===== src/rtl/addr_sweep_controller.sv =====
// addr_sweep_controller: sweeps a [lo,hi] bin window over NUM_BANKS banks with ready backpressure; ADDR_SWEEP_REVERSE_EN adds a dir port for descending sweeps
module addr_sweep_controller #(
  parameter int ADDRESS_WIDTH = 8,
  parameter int COLOR_RANGE   = 256,
  parameter int NUM_BANKS     = 2,
  parameter int BANK_WIDTH    = 1
) (
  input  logic                     clk,
  input  logic                     srst,
  input  logic                     start,
  input  logic                     abort,
  input  logic [ADDRESS_WIDTH-1:0] lo_addr,
  input  logic [ADDRESS_WIDTH-1:0] hi_addr,
`ifdef ADDR_SWEEP_REVERSE_EN
  input  logic                     dir,
`endif
  output logic [ADDRESS_WIDTH-1:0] addr,
  output logic [BANK_WIDTH-1:0]    bank,
  output logic                     addr_valid,
  output logic                     wreq,
  input  logic                     addr_ready,
  output logic                     busy,
  output logic                     done,
  output logic                     aborted
);
  typedef enum logic [1:0] {IDLE, RUN, FIN} state_t;
  localparam int unsigned CMAX = COLOR_RANGE - 1;
  localparam logic [ADDRESS_WIDTH:0] STEP_UP = {{ADDRESS_WIDTH{1'b0}}, 1'b1};
  localparam logic [ADDRESS_WIDTH:0] STEP_DN = '1;
  state_t state, state_d;
  logic [ADDRESS_WIDTH-1:0] lo_q, hi_q, addr_q, lo_d, hi_d, addr_d, hi_clamp, first_addr;
  logic [ADDRESS_WIDTH:0] step;
  logic [BANK_WIDTH-1:0] bank_q, bank_d;
  logic dir_in, dir_q, dir_d, ab_q, ab_d, err, last_addr, last_bank;
`ifdef ADDR_SWEEP_REVERSE_EN
  assign dir_in = dir;
`else
  assign dir_in = 1'b0;
`endif
  assign hi_clamp   = (32'(hi_addr) > CMAX) ? ADDRESS_WIDTH'(CMAX) : hi_addr;
  assign err        = lo_addr > hi_clamp;
  assign first_addr = dir_q ? hi_q : lo_q;
  // one bit wider so the ascending step past the top bin is seen as "past hi"
  assign step       = {1'b0, addr_q} + (dir_q ? STEP_DN : STEP_UP);
  assign last_addr  = dir_q ? (addr_q == lo_q) : (step > {1'b0, hi_q});
  assign last_bank  = bank_q == BANK_WIDTH'(NUM_BANKS - 1);
  always_comb begin
    state_d = state;
    lo_d    = lo_q;
    hi_d    = hi_q;
    dir_d   = dir_q;
    addr_d  = '0;
    bank_d  = '0;
    ab_d    = 1'b0;
    if (state == IDLE) begin
      if (start && !abort) begin
        lo_d    = lo_addr;
        hi_d    = hi_clamp;
        dir_d   = dir_in;
        state_d = err ? FIN : RUN;
        ab_d    = err;
        addr_d  = err ? '0 : (dir_in ? hi_clamp : lo_addr);
      end
    end else if (state == RUN) begin
      addr_d = addr_q;
      bank_d = bank_q;
      if (abort || (addr_ready && last_addr && last_bank)) begin
        state_d = FIN;
        ab_d    = abort;
        addr_d  = '0;
        bank_d  = '0;
      end else if (addr_ready) begin
        addr_d = last_addr ? first_addr : step[ADDRESS_WIDTH-1:0];
        bank_d = last_addr ? bank_q + BANK_WIDTH'(1) : bank_q;
      end
    end else begin
      state_d = IDLE;
    end
  end
  always_ff @(posedge clk) begin
    if (srst) begin
      state  <= IDLE;
      lo_q   <= '0;
      hi_q   <= '0;
      dir_q  <= 1'b0;
      addr_q <= '0;
      bank_q <= '0;
      ab_q   <= 1'b0;
    end else begin
      state  <= state_d;
      lo_q   <= lo_d;
      hi_q   <= hi_d;
      dir_q  <= dir_d;
      addr_q <= addr_d;
      bank_q <= bank_d;
      ab_q   <= ab_d;
    end
  end
  assign addr       = addr_q;
  assign bank       = bank_q;
  assign addr_valid = state == RUN;
  assign wreq       = state == RUN;
  assign busy       = state == RUN;
  assign done       = state == FIN;
  assign aborted    = ab_q;
endmodule


===== config.mk =====
export PLATFORM = sky130hd
export DESIGN_NAME = addr_sweep_controller
export DESIGN_NICKNAME = d
export VERILOG_FILES = /design/src/rtl/addr_sweep_controller.sv
export SDC_FILE = /design/constraint.sdc
export NUM_CORES = 1
export LEC_CHECK = 0
export ABC_AREA = 0
export CAP_MARGIN = 20
export CORE_UTILIZATION = 25
export CTS_CLUSTER_DIAMETER = 50
export DETAILED_ROUTE_END_ITERATION = 10
export PLACE_DENSITY = 0.47
export SLEW_MARGIN = 30
export SYNTH_ARGS = -nofsm -noshare
export SYNTH_HDL_FRONTEND = slang
export SYNTH_SLANG_ARGS = --single-unit

===== constraint.sdc =====
create_clock -name clk -period 2.5 [get_ports clk]
set_clock_uncertainty 0.1 [all_clocks]
set_input_delay 0.5 -clock clk [delete_from_list [all_inputs] [get_ports clk]]
set_output_delay 0.5 -clock clk [all_outputs]
set_load 0.05 [all_outputs]

==> results of run 1 <==
## cells in the final DEF, fill, tap and decap left out, types with 3 or more instances in the layout
master and instances:
a21oi_1 19, a21oi_2 3, a32oi_1 8, and3_4 4, buf_4 37, buf_6 6
clkbuf_8 3, clkdlybuf4s50_1 34, dfxtp_1 21, dfxtp_4 6, ha_1 14, ha_4 3
inv_1 17, mux2i_1 7, nand2_1 39, nand4_1 3, nor2_1 9, nor2_4 3
o21ai_1 4, o32ai_2 7
## logic make-up after synthesis
logic type / synth area share (%)
simple gates: 19.8
compound gates: 24.4
flops: 29.9
mux: 4.53
xor+xnor: 2.80
fa+ha+maj: 11.3
buf+inv: 7.27
## Yosys cell counts, types with 2 or more instances
cell / instances / area [µm²]
a21o_1: 2 / 15.0
a21oi_1: 23 / 115
a32oi_1: 8 / 70.1
and3_1: 3 / 18.8
and3_4: 2 / 22.5
buf_4: 2 / 15.0
clkbuf_1: 9 / 33.8
dfxtp_1: 28 / 561
ha_1: 17 / 213
inv_1: 18 / 67.6
mux2i_1: 7 / 70.1
nand2_1: 41 / 154
nand3_1: 3 / 15.0
nand4_1: 3 / 18.8
nor2_1: 10 / 37.5
nor2b_1: 2 / 12.5
nor3_1: 2 / 10.0
o21ai_0: 2 / 10.0
o21ai_1: 3 / 15.0
o32ai_2: 7 / 114
or3_1: 3 / 18.8
xnor2_1: 3 / 26.3
xor2_1: 3 / 26.3
## registers in the layout (all words and copies together) (netlist names)
name     flops
addr         8
aborted      1
hi_q         8
lo_q         8
bank         1
state        2
## routing by layer
metal	GRT usage (%)	share of wire (%)
met2	26.1	46
met3	2.33	3.6
met5	0	0
met1	21.8	49
met4	3.81	0.91
## worst paths after layout
path	to
worst max register to register	addr[0]$_SDFFE_PP0P_
worst min-delay path	hi_q[6]$_SDFFE_PP0P_
worst max-delay path	addr[0]$_SDFFE_PP0P_
worst min register to register	hi_q[6]$_SDFFE_PP0P_
## final cells by class
cell class,count,area share (%)
multi-input cells,165,47.3
repair buffers,79,24.3
flip-flops and latches,28,19.5
well taps,99,4.14
inverters,19,2.39
clock buffers,3,1.38
clock inverters,1,1.00
## power groups by stage
| stage | Combinational [mW] | Clock, mW | Sequential, mW |
|---|---|---|---|
| detailed placement | 0.438 | 0 | 0.488 |
| CTS | 0.488 | 0.383 | 0.479 |
| floorplan | 0.242 | 0 | 0.508 |
| global route | 0.555 | 0.402 | 0.483 |
| finish | 0.513 | 0.371 | 0.480 |
| global placement | 0.437 | 0 | 0.488 |
## critical path, stage by stage, from the launching register on
cell and delay (ns):
dfxtp_4 0.36, and3_4 0.19, and3_4 0.18, nand3_4 0.08
xnor2_2 0.15, ha_1 0.30, and3_4 0.20, and3_4 0.22
or3_4 0.13, o211ai_4 0.06, or2_4 0.25, buf_6 0.13
o32ai_2 0.23
## what timing repair did
| action | 4_1_cts | 5_1_grt |
|---|---|---|
| setup endpoints to repair | 11 | 12 |
| pin swaps | 23 | 10 |
| gates resized for setup | 27 | 18 |
| buffers inserted | 7 | 2 |
| cloned | 1 | 0 |
## stage by stage
stage | setup slack (ns) | hold slack (ns) | std cells | area (µm²) | setup TNS, ns
CTS | -0.198 | 0.367 | 392 | 2860 | -1.17
global route | -0.277 | 0.390 | 394 | 2990 | -2.50
floorplan | -0.284 | 0.336 | 224 | 1900 | -2.27
global placement | -0.298 | 0.344 | 383 | 2620 | -2.83
detailed placement | -0.246 | 0.351 | 383 | 2620 | -2.46
finish | -0.174 | 0.362 | 394 | 2990 | -1.22
==> out/metrics.cfg, run 1 <==
[floorplanning]
die_h_um = 88.6
fp.dieW_um = 88.6
core_area_um2 = 7250
rows = 31
io_pins = 35
dieArea_um2 = 7860
initial_core_util_pct = 25.9

[finish]
fin_nets = 334
antenna_cells = 0
fillers = 771
multi_input_comb_area_um2 = 1410
drive_gt1_share_pct = 34.9
seqCellArea_um2 = 584
fin_util_pct = 41.2
syn_to_final_growth_pct = 59.3

[power]
pwr-share-seq_pct = 35.2
p_int_mw = 0.921
combPwrFrac_pct = 37.6
p_clk_share_pct = 27.2
switchingPower_mw = 0.443
power_density_nw_per_um2 = 456
ir_worst_vdd_mv = 0.202
swShare_pct = 32.5
p_total_mw = 1.36
leakagePower_nw = 1.22

[min_path]
hold_path_class = reg2reg
hp-start = hi_q[6]$_SDFFE_PP0P_
holdPathStages = 2

[yosys]
syn_inst = 224
synth-main-ff-cell = dfxtp_1
yosysWarningCount = 0
netlist_area_um2 = 1880
syn_nets = 262
ys_types = 46
synth_edf_count = 0
ys_seq_elements = 28
ys_seq_area_share_pct = 29.9
synth-async-reset-ratio_pct = 0
avgSynthCellArea_um2 = 8.38

[global_routing]
grt_start_max_net_pins = 26
gr-total-overflow = 0
grtUsageTotal_pct = 15.9
antenna_found_initial = 0
grt_pass1_wl_mm = 9.49
grt_pass1_vias = 1888

[sta]
setup_slack_ns = -0.174
rsz0062_at_grt = yes
hold_viol = 0
drv_slew = 0
period_minus_slack_ns = 2.67
finalSetupViolCount = 11
period_share_pct = 107
fmax_ghz = 0.374
tightest_slew_ns = 0.594
slew_headroom_pct = 60.4

[placed_design]
dp_hpwl_mm = 4.38
io_buffers = 34
gp_congestion = 0.775

[drt]
num_vias = 1866
wl_per_cell_um = 15.0
drt_iter0_markers = 123
via_per_inst = 4.74
drt_first_pass_iters = 4
drc = 0
wirelength_mm = 5.92
ant_nets = 0

[critical_path]
r2r_setup_slack_ns = -0.17
end_kind = flip-flop
cp.arrival_ns = 2.77
reg2regPathDepth = 12
timing.rr.start = addr[3]$_SDFFE_PP0P_
worstPathRequired_ns = 2.60
crit_fanout = 4
crit_start = addr[3]$_SDFFE_PP0P_
startpoint_type = flip-flop
critical_path_class = reg2reg

[cts]
clock_path_buffers = 2
cts_sinks = 28
cts-htree-levels = 1
cts_tree = yes
cts_root_buf = clkbuf_8
cts_buffers = 3
insertion_delay_ns = 0.28
clkTransAtPathRegs_ns = 0.11
postCtsHoldBufs = 0

[outcome]
status = finished, violations left
violations = negative setup slack

[job]
maxCapViolations = 0

Power figures use the tool's default switching activity.
==> run 2: changes to the inputs <==
--- a/config.mk
+++ b/config.mk
@@ -10,7 +10,7 @@
 export CORE_UTILIZATION = 25
 export CTS_CLUSTER_DIAMETER = 50
 export DETAILED_ROUTE_END_ITERATION = 10
-export PLACE_DENSITY = 0.47
+export PLACE_DENSITY = 0.44
 export SLEW_MARGIN = 30
 export SYNTH_ARGS = -nofsm -noshare
 export SYNTH_HDL_FRONTEND = slang
==> out/metrics.cfg, run 2 (same netlist as run 1, synthesis figures left out) <==
[outcome]
status = finished, violations left
violations = negative setup slack

[placed_design]
dp.cells = 388
gp_congestion = 0.743
dpl_cell_area_um2 = 2640
dp_hpwl_mm = 4.39
io_buffers = 34

[global_routing]
grt_start_max_net_pins = 20
antenna_found_initial = 0
gr-total-overflow = 0
grt_pass1_vias = 1810
grt_pass1_wl_mm = 9.47
grtUsageTotal_pct = 16.0

[drt]
drt_iter0_markers = 58
drt_first_pass_iters = 4
drc = 0
wirelength_mm = 6.12
num_vias = 1880
wl_per_cell_um = 15.1
ant_nets = 0
via_per_inst = 4.65

[sta]
drv_slew = 0
rsz0062_at_grt = yes
fmax_ghz = 0.362
period_minus_slack_ns = 2.76
hold_viol = 0
finalSetupViolCount = 10
tightest_slew_ns = 0.497
setup_slack_ns = -0.259
period_share_pct = 110
slew_headroom_pct = 66.7
hold_ws_ns = 0.361

[finish]
fin_nets = 344
drive_gt1_share_pct = 39.3
final_common_cell = buf_4
design_area_um2 = 3120
seqCellArea_um2 = 584
multi_input_comb_area_um2 = 1480
fin_cells = 404
final_cell_mix = 46 x buf_4, 40 x nand2_1, 34 x clkdlybuf4s50_1
fin_util_pct = 43.0
syn_to_final_growth_pct = 66.0
fillers = 732
antenna_cells = 0

[critical_path]
startpoint_type = flip-flop
crit_fanout = 4
crit_chain = and3_4 > and3_4 > nand3_4 > xnor2_2 > ha_1 > and3_4 > and3_4 > or3_4 > o211ai_2 > or2_4 > buf_6 > o32ai_4
cp_top_family = simple AND/OR/NAND/NOR gates
end_kind = flip-flop
crit_slowest_cell = dfxtp_4
critPathBufInv = 1
cpMostUsedCell = and3_4
cp.arrival_ns = 2.85
critical_path_class = reg2reg
cpPeakStageDelay_ns = 0.37
worstPathRequired_ns = 2.59

[cts]
cts_buffers = 3
cts_tree = yes
cts_sinks = 28
postCtsHoldBufs = 0
clock_path_buffers = 2
cts-htree-levels = 1
insertion_delay_ns = 0.29
clkTransAtPathRegs_ns = 0.11
cts_root_buf = clkbuf_8

[floorplanning]
initial_core_util_pct = 25.9
die_h_um = 88.6
dieArea_um2 = 7860
rows = 31
fp.dieW_um = 88.6
core_area_um2 = 7250
io_pins = 35

[power]
ir_worst_vdd_mv = 0.218
leakagePower_nw = 1.23
power_density_nw_per_um2 = 440
p_total_mw = 1.37

[min_path]
hold_path_class = reg2reg

[job]
maxCapViolations = 0

## run 2: metrics by stage
stage,setup slack [ns],TNS (ns)
finish,-0.259,-1.68
global route,-0.353,-2.63
CTS,-0.292,-1.73
detailed placement,-0.445,-3.71
global placement,-0.441,-3.64
floorplan,-0.284,-2.27
## run 2: power breakdown
group	leakage, nW	internal, mW	total [mW]	switching, mW
sequential	0.233	0.464	0.480	0.0164
clock	0.0228	0.115	0.278	0.164
combinational	0.979	0.314	0.612	0.298
## run 2: worst min-delay path, stage by stage (launching register included)
cell and delay (ns):
dfxtp_1 0.32, nand2_1 0.05, a21oi_1 0.05
## run 2: layout make-up
type / instances / area share [%]
multi-input combinational: 164 / 47.6
timing repair buffer: 90 / 25.9
sequential: 28 / 18.8
tap: 99 / 3.98
inverter: 19 / 2.29
clock buffer: 4 / 1.45
## run 2: path summary, 6_finish.rpt
path / startpoint / end / slack, ns / cells past startpoint
setup / recovery: addr[3]$_SDFFE_PP0P_ / addr[0]$_SDFFE_PP0P_ / -0.26 / 12
hold / removal: hi_q[7]$_SDFFE_PP0P_ / hi_q[7]$_SDFFE_PP0P_ / 0.36 / 2
setup reg to reg: addr[3]$_SDFFE_PP0P_ / addr[0]$_SDFFE_PP0P_ / -0.26 / 12
hold reg to reg: hi_q[7]$_SDFFE_PP0P_ / hi_q[7]$_SDFFE_PP0P_ / 0.36 / 2
## run 2: routing by layer
| layer | vias up | routed length (µm) | track usage (%) |
|---|---|---|---|
| li1 | 958 | - | - |
| met1 | 891 | 3000 | 21.9 |
| met2 | 29 | 2940 | 27.3 |
| met3 | 2 | 136 | 1.87 |
| met4 | 0 | 40 | 3.08 |
| met5 | - | 0 | 0 |
## run 2: repair_timing
item	4_1_cts	5_1_grt
pin swaps	20	15
hold endpoints to repair	0	0
gates resized for setup	37	20
buffers inserted	11	3
endpoints found under the setup margin	12	12
